<file path="config.mk">
export PLATFORM = sky130hd
export DESIGN_NAME = bcd_seg_scan_flat
export DESIGN_NICKNAME = d
export VERILOG_FILES = /design/src/rtl/bcd_seg_scan_if.sv /design/src/rtl/bcd_seg_scan.sv /design/src/flat_wrapper.sv
export SDC_FILE = /design/constraint.sdc
export NUM_CORES = 1
export LEC_CHECK = 0
export ABC_AREA = 0
export BUFFER_PORTS_ARGS = -buffer_cell sky130_fd_sc_hd__buf_2
export CORE_UTILIZATION = 63
export DETAILED_ROUTE_END_ITERATION = 12
export PLACE_DENSITY = 0.84
export SYNTH_ARGS = -nofsm -noshare
export SYNTH_HDL_FRONTEND = slang
export SYNTH_SLANG_ARGS = --single-unit
</file>
<file path="constraint.sdc">
create_clock -name i_clk -period 5.87 [get_ports i_clk]
set_input_delay 0.587 -clock i_clk [delete_from_list [all_inputs] [get_ports i_clk]]
set_output_delay 0.587 -clock i_clk [all_outputs]
set_load 0.02 [all_outputs]
</file>
<file path="src/rtl/bcd_seg_scan_if.sv">
// Digit inputs and display outputs of the two-digit scan driver.
// The master side feeds BCD digits; the slave side is the driver itself.
interface bcd_seg_scan_if;
   logic [3:0] d1;
   logic [3:0] d0;
   logic       load;
   logic       lz_blank;
   logic [6:0] seg;
   logic [1:0] an;
   logic       frame;
   logic       pending;

   modport master (
      output d1, d0, load, lz_blank,
      input  seg, an, frame, pending
   );

   modport slave (
      input  d1, d0, load, lz_blank,
      output seg, an, frame, pending
   );
endinterface

</file>
<file path="src/rtl/bcd_seg_scan.sv">
// Time-multiplexed two-digit common-anode 7-segment driver with a
// double-buffered digit pair, per-slot dark gap and leading-zero blanking.
module bcd_seg_scan #(
   parameter int unsigned DIV   = 50000,
   parameter int unsigned BLANK = 500
) (
   input  logic           i_clk,
   input  logic           i_rst,
   bcd_seg_scan_if.slave  bus
);

   localparam int unsigned CW = $clog2(DIV);
   localparam logic [CW-1:0] CntLast = CW'(DIV - 1);

   typedef enum logic {StOnes, StTens} state_e;

   state_e        state_q, state_d;
   logic [CW-1:0] cnt_q, cnt_d;
   logic [3:0]    act1_q, act1_d, act0_q, act0_d;
   logic [3:0]    sh1_q, sh1_d, sh0_q, sh0_d;
   logic          pending_q, pending_d;
   logic [6:0]    seg_q, seg_d;
   logic [1:0]    an_q, an_d;
   logic          frame_q, frame_d;
   logic          last, boundary;

   // Active-low {g,f,e,d,c,b,a}; non-decimal codes show a dash.
   function automatic logic [6:0] dec(input logic [3:0] v);
      logic [6:0] s;
      unique case (v)
         4'd0:    s = 7'h40;
         4'd1:    s = 7'h79;
         4'd2:    s = 7'h24;
         4'd3:    s = 7'h30;
         4'd4:    s = 7'h19;
         4'd5:    s = 7'h12;
         4'd6:    s = 7'h02;
         4'd7:    s = 7'h78;
         4'd8:    s = 7'h00;
         4'd9:    s = 7'h10;
         default: s = 7'h3F;
      endcase
      return s;
   endfunction

   always_comb begin
      last      = (cnt_q == CntLast);
      boundary  = last && (state_q == StTens);
      cnt_d     = last ? '0 : cnt_q + CW'(1);
      state_d   = state_q;
      if (last) state_d = (state_q == StOnes) ? StTens : StOnes;

      act1_d    = act1_q;
      act0_d    = act0_q;
      sh1_d     = sh1_q;
      sh0_d     = sh0_q;
      pending_d = pending_q;
      // Promotion uses the old shadow, so a colliding load stays pending.
      if (boundary && pending_q) begin
         act1_d    = sh1_q;
         act0_d    = sh0_q;
         pending_d = 1'b0;
      end
      if (bus.load) begin
         sh1_d     = bus.d1;
         sh0_d     = bus.d0;
         pending_d = 1'b1;
      end

      // Outputs follow the post-update counter so they never lag a slot edge.
      seg_d   = 7'h7F;
      an_d    = 2'b11;
      frame_d = boundary;
      if (32'(cnt_d) >= BLANK) begin
         if (state_d == StOnes) begin
            an_d  = 2'b10;
            seg_d = dec(act0_d);
         end else if (!(bus.lz_blank && (act1_d == 4'd0))) begin
            an_d  = 2'b01;
            seg_d = dec(act1_d);
         end
      end
   end

   always_ff @(posedge i_clk) begin
      if (i_rst) begin
         state_q   <= StOnes;
         cnt_q     <= '0;
         act1_q    <= '0;
         act0_q    <= '0;
         sh1_q     <= '0;
         sh0_q     <= '0;
         pending_q <= 1'b0;
         seg_q     <= 7'h7F;
         an_q      <= 2'b11;
         frame_q   <= 1'b0;
      end else begin
         state_q   <= state_d;
         cnt_q     <= cnt_d;
         act1_q    <= act1_d;
         act0_q    <= act0_d;
         sh1_q     <= sh1_d;
         sh0_q     <= sh0_d;
         pending_q <= pending_d;
         seg_q     <= seg_d;
         an_q      <= an_d;
         frame_q   <= frame_d;
      end
   end

   assign bus.seg     = seg_q;
   assign bus.an      = an_q;
   assign bus.frame   = frame_q;
   assign bus.pending = pending_q;

endmodule
</file>
<file path="src/flat_wrapper.sv">
// flat-port wrapper written by rule: the top's interface ports become plain ports
module bcd_seg_scan_flat 
#(
   parameter int unsigned DIV   = 50000,
   parameter int unsigned BLANK = 500
)
  (i_clk, i_rst, bus_d1, bus_d0, bus_load, bus_lz_blank, bus_seg, bus_an, bus_frame, bus_pending);
  bcd_seg_scan_if bus_i ();
  input  logic i_clk;
  input  logic i_rst;
  input wire logic [$bits(bus_i.d1)-1:0] bus_d1;
  input wire logic [$bits(bus_i.d0)-1:0] bus_d0;
  input wire logic [$bits(bus_i.load)-1:0] bus_load;
  input wire logic [$bits(bus_i.lz_blank)-1:0] bus_lz_blank;
  output wire logic [$bits(bus_i.seg)-1:0] bus_seg;
  output wire logic [$bits(bus_i.an)-1:0] bus_an;
  output wire logic [$bits(bus_i.frame)-1:0] bus_frame;
  output wire logic [$bits(bus_i.pending)-1:0] bus_pending;
  assign bus_i.d1 = bus_d1;
  assign bus_i.d0 = bus_d0;
  assign bus_i.load = bus_load;
  assign bus_i.lz_blank = bus_lz_blank;
  assign bus_seg = bus_i.seg;
  assign bus_an = bus_i.an;
  assign bus_frame = bus_i.frame;
  assign bus_pending = bus_i.pending;
  bcd_seg_scan #(.DIV(DIV), .BLANK(BLANK)) u_core (.i_clk(i_clk), .i_rst(i_rst), .bus(bus_i));
endmodule
</file>
==> reports/summary.txt <==
Mapped Nets -> 287
Slew Limit Fails -> 0
Vias in the first global route -> 1628
CTS buffer count -> 5
DR WL/cell -> 13.22 microns
DRC -> 0
Final HPWL from detailed placement -> 3188 microns
Via count -> 1861
Ports -> 23
Core Region -> 0.003416 sq mm
Top post-synthesis cells by area -> dfxtp_1 (38%), nor2_1 (7.0%), mux2i_1 (6.9%), ha_1 (6.5%), nand3_1 (3.3%)
Setup ws final -> 2.346 ns
Most common library cells after synthesis -> dfxtp_1 (44), nor2_1 (43), mux2i_1 (16)
Clock Latency Late Sink -> 0.36 ns
Reg2Reg Depth -> 14
Crit path required time -> 6.11 ns
Power, Total -> 483.2 uW
Pwr dens -> 194.6 mW/mm^2
Max clock buf depth -> 2
Die ar. -> 0.003913 sq mm
Chip height -> 62.55 microns
Top_reg_cell synth -> dfxtp_1
Worst hold path type -> input pin to flip-flop
FMAX -> 283.8 MHz
RSZ-0062 raised after global routing -> no
Critical path arrival -> 3.76 ns
DR pass1 iterations -> 4
Final period utilization -> 60.03%
Port bufs -> 22
Ys Warns -> 0
Final setup violating endpoints -> 0
Share of cells above drive strength 1 -> 13.88%
Post-Synth XOR/XNOR Area -> 4.930%
Worst-path clk slew -> 0.12 ns
First-pass GRT wire length -> 7514 microns
Number of max-cap violations -> 0
Syn_area_per_cell -> 8.782 sq um
ANT nets after route -> 0
FP Rows -> 21
Startpoint Class -> flip-flop
Initial antenna violation count -> 0
Clk sinks -> 44
Register area share after synthesis -> 38.14%
Wirelength, routed -> 4324 microns
Post-CTS setup buffer count -> 0
Clk root buf -> clkbuf_4
Synth top area share -> 38.14%
Synth Instances -> 263
GRT Total Usage -> 24.41%
Cts hold-fix bufs -> 0
Synth Area in Compound Gates -> 12.57%
# fillers -> 284
Largest net degree at the start of global routing -> 23
Placed cell area -> 0.002421 sq mm
Mapped cell area -> 0.002310 sq mm
Ant. Diodes -> 0
Post-synth ARST share -> 0%
Pleak -> 1.054 nW
Gp weighted congestion -> 0.8655
CP Class -> flip-flop to flip-flop
Worst-path maximum fanout -> 11
Post-synthesis mux area share -> 8.884%
Setup Skew -> 0.01733 ns
Vias per std cell -> 5.691
Number of flops mapped to enable cells by yosys -> 0
DRT iter0 DRCs -> 141
Biggest area consumer among synthesized cells -> dfxtp_1
Die width -> 62.55 microns
Run status -> completed
TritonCTS clock tree -> yes
H-tree levels -> 2
Finished Cell Area -> 0.002482 sq mm
Dpl ws -> 2.412 ns
GRT overflow -> 0
Synth Area in Adders -> 6.501%
Initial Utilization -> 67.62%
Most common cell in the netlist -> dfxtp_1
Netlist cell types -> 52
Peak VDD IR -> 148.8 uV
Final #Nets -> 304
Area Growth Syn to Fin -> 7.476%
Setup_tns -> 0 ns
Simple-gate area share of the yosys netlist -> 25.24%
Worst Hold Depth -> 3
Measured slew at the worst slew-check pin -> 0.7610 ns
Final Hold Violating Endpoints -> 0
Slew headroom -> 47.81%
Min cycle time layout -> 3.524 ns
Seq cells post-synth -> 44
Post-CTS resize count -> 0
Setup crit end kind -> flip-flop
Largest family of logic cells by synthesized area -> simple AND/OR/NAND/NOR gates
-- registers in the layout (all words and copies together) (netlist names) --
register / count
u_core.state_q: 1
u_core.sh0_q: 4
u_core.act1_q: 4
u_core.bus.an: 2
u_core.bus.pending: 1
u_core.bus.seg: 7
u_core.sh1_q: 4
u_core.act0_q: 4
u_core.bus.frame: 1
u_core.cnt_q: 16
-- stage by stage --
step	utilization, %	hold slack [ns]	std cells
2_1_floorplan	-	0.4596	263
3_3_place_gp	70.88	0.4766	319
3_5_place_dp	70.88	0.4887	319
4_1_cts	72.67	0.4584	327
5_1_grt	72.67	0.4623	327
6_report	72.67	0.4650	327
-- final timing paths --
path	start	end	slack [ns]
max reg2reg	u_core.cnt_q[0]$_SDFF_PP0_	u_core.bus.seg[3]$_SDFF_PP1_	2.35
max	u_core.cnt_q[0]$_SDFF_PP0_	u_core.bus.seg[3]$_SDFF_PP1_	2.35
min reg2reg	u_core.sh0_q[0]$_SDFFE_PP0P_	u_core.sh0_q[0]$_SDFFE_PP0P_	0.52
min	bus_d0[0]	u_core.sh0_q[0]$_SDFFE_PP0P_	0.46
-- cell families (layout without fill, tap and decap cells) --
| logic type | count (synthesis) | in the layout |
|---|---|---|
| muxes | 19 | 19 |
| AOI/OAI and AO/OA | 42 | 42 |
| buffers and inverters | 20 | 38 |
| and+or+nand+nor | 113 | 113 |
| DFF | 44 | 44 |
| adders and majority gates | 12 | 12 |
| xor gates and xnor gates | 13 | 13 |
-- cell usage in the layout, fill, tap and decap left out, types with 2 or more instances in the layout --
cell / n
ha_1: 12
nand2b_1: 6
or4_1: 2
dfxtp_1: 44
mux2_2: 2
nor4_1: 2
clkbuf_4: 5
or3_1: 4
nand3_1: 15
o2111ai_1: 3
buf_2: 22
o31a_1: 2
xor2_1: 5
nor2b_1: 7
nand4_1: 4
xnor2_1: 8
a211oi_1: 2
and4_1: 2
o21ai_0: 7
a21oi_1: 14
mux2i_1: 16
nor4b_1: 2
clkinv_2: 2
and2_1: 4
nand2_1: 11
nor2_1: 43
inv_1: 7
and3_1: 3
-- area by class of cell --
| type | count | area, sq um | share of cell area (%) |
|---|---|---|---|
| multi-input cells | 199 | 1343 | 54.08 |
| well taps | 46 | 57.56 | 2.319 |
| clock buffers | 6 | 51.30 | 2.067 |
| clock inverters | 2 | 10.01 | 0.4032 |
| repair buffers | 22 | 110.1 | 4.436 |
| inverters | 8 | 30.03 | 1.210 |
| flip-flops and latches | 44 | 880.8 | 35.48 |
-- critical path: stages (launching register included) --
cell and delay [ns]:
dfxtp_1 0.45, ha_1 0.28, nand3_1 0.22, nor2_1 0.21, ha_1 0.23, nand2_2 0.23
mux2i_1 0.45, inv_1 0.13, ha_1 0.22, nor2b_1 0.12, a221oi_1 0.19, o21ai_0 0.14
a21oi_1 0.19, a21oi_1 0.05, or3_1 0.31
-- metal layers --
layer	up-vias	routed length (microns)	track usage, %
met5	-	0	0
met4	0	66	9.884
met3	8	174	5.109
met2	43	1853	35.60
met1	853	2229	34.82
li1	957	-	-
-- where the power goes --
| part | internal [mW] | switching (mW) | total [mW] |
|---|---|---|---|
| combinational | 0.00929 | 0.0125 | 0.0218 |
| sequential | 0.304 | 0.00558 | 0.310 |
| clock | 0.0571 | 0.0947 | 0.152 |
| total | 0.370 | 0.113 | 0.483 |
Note: power is estimated with default switching activity, not from simulation.
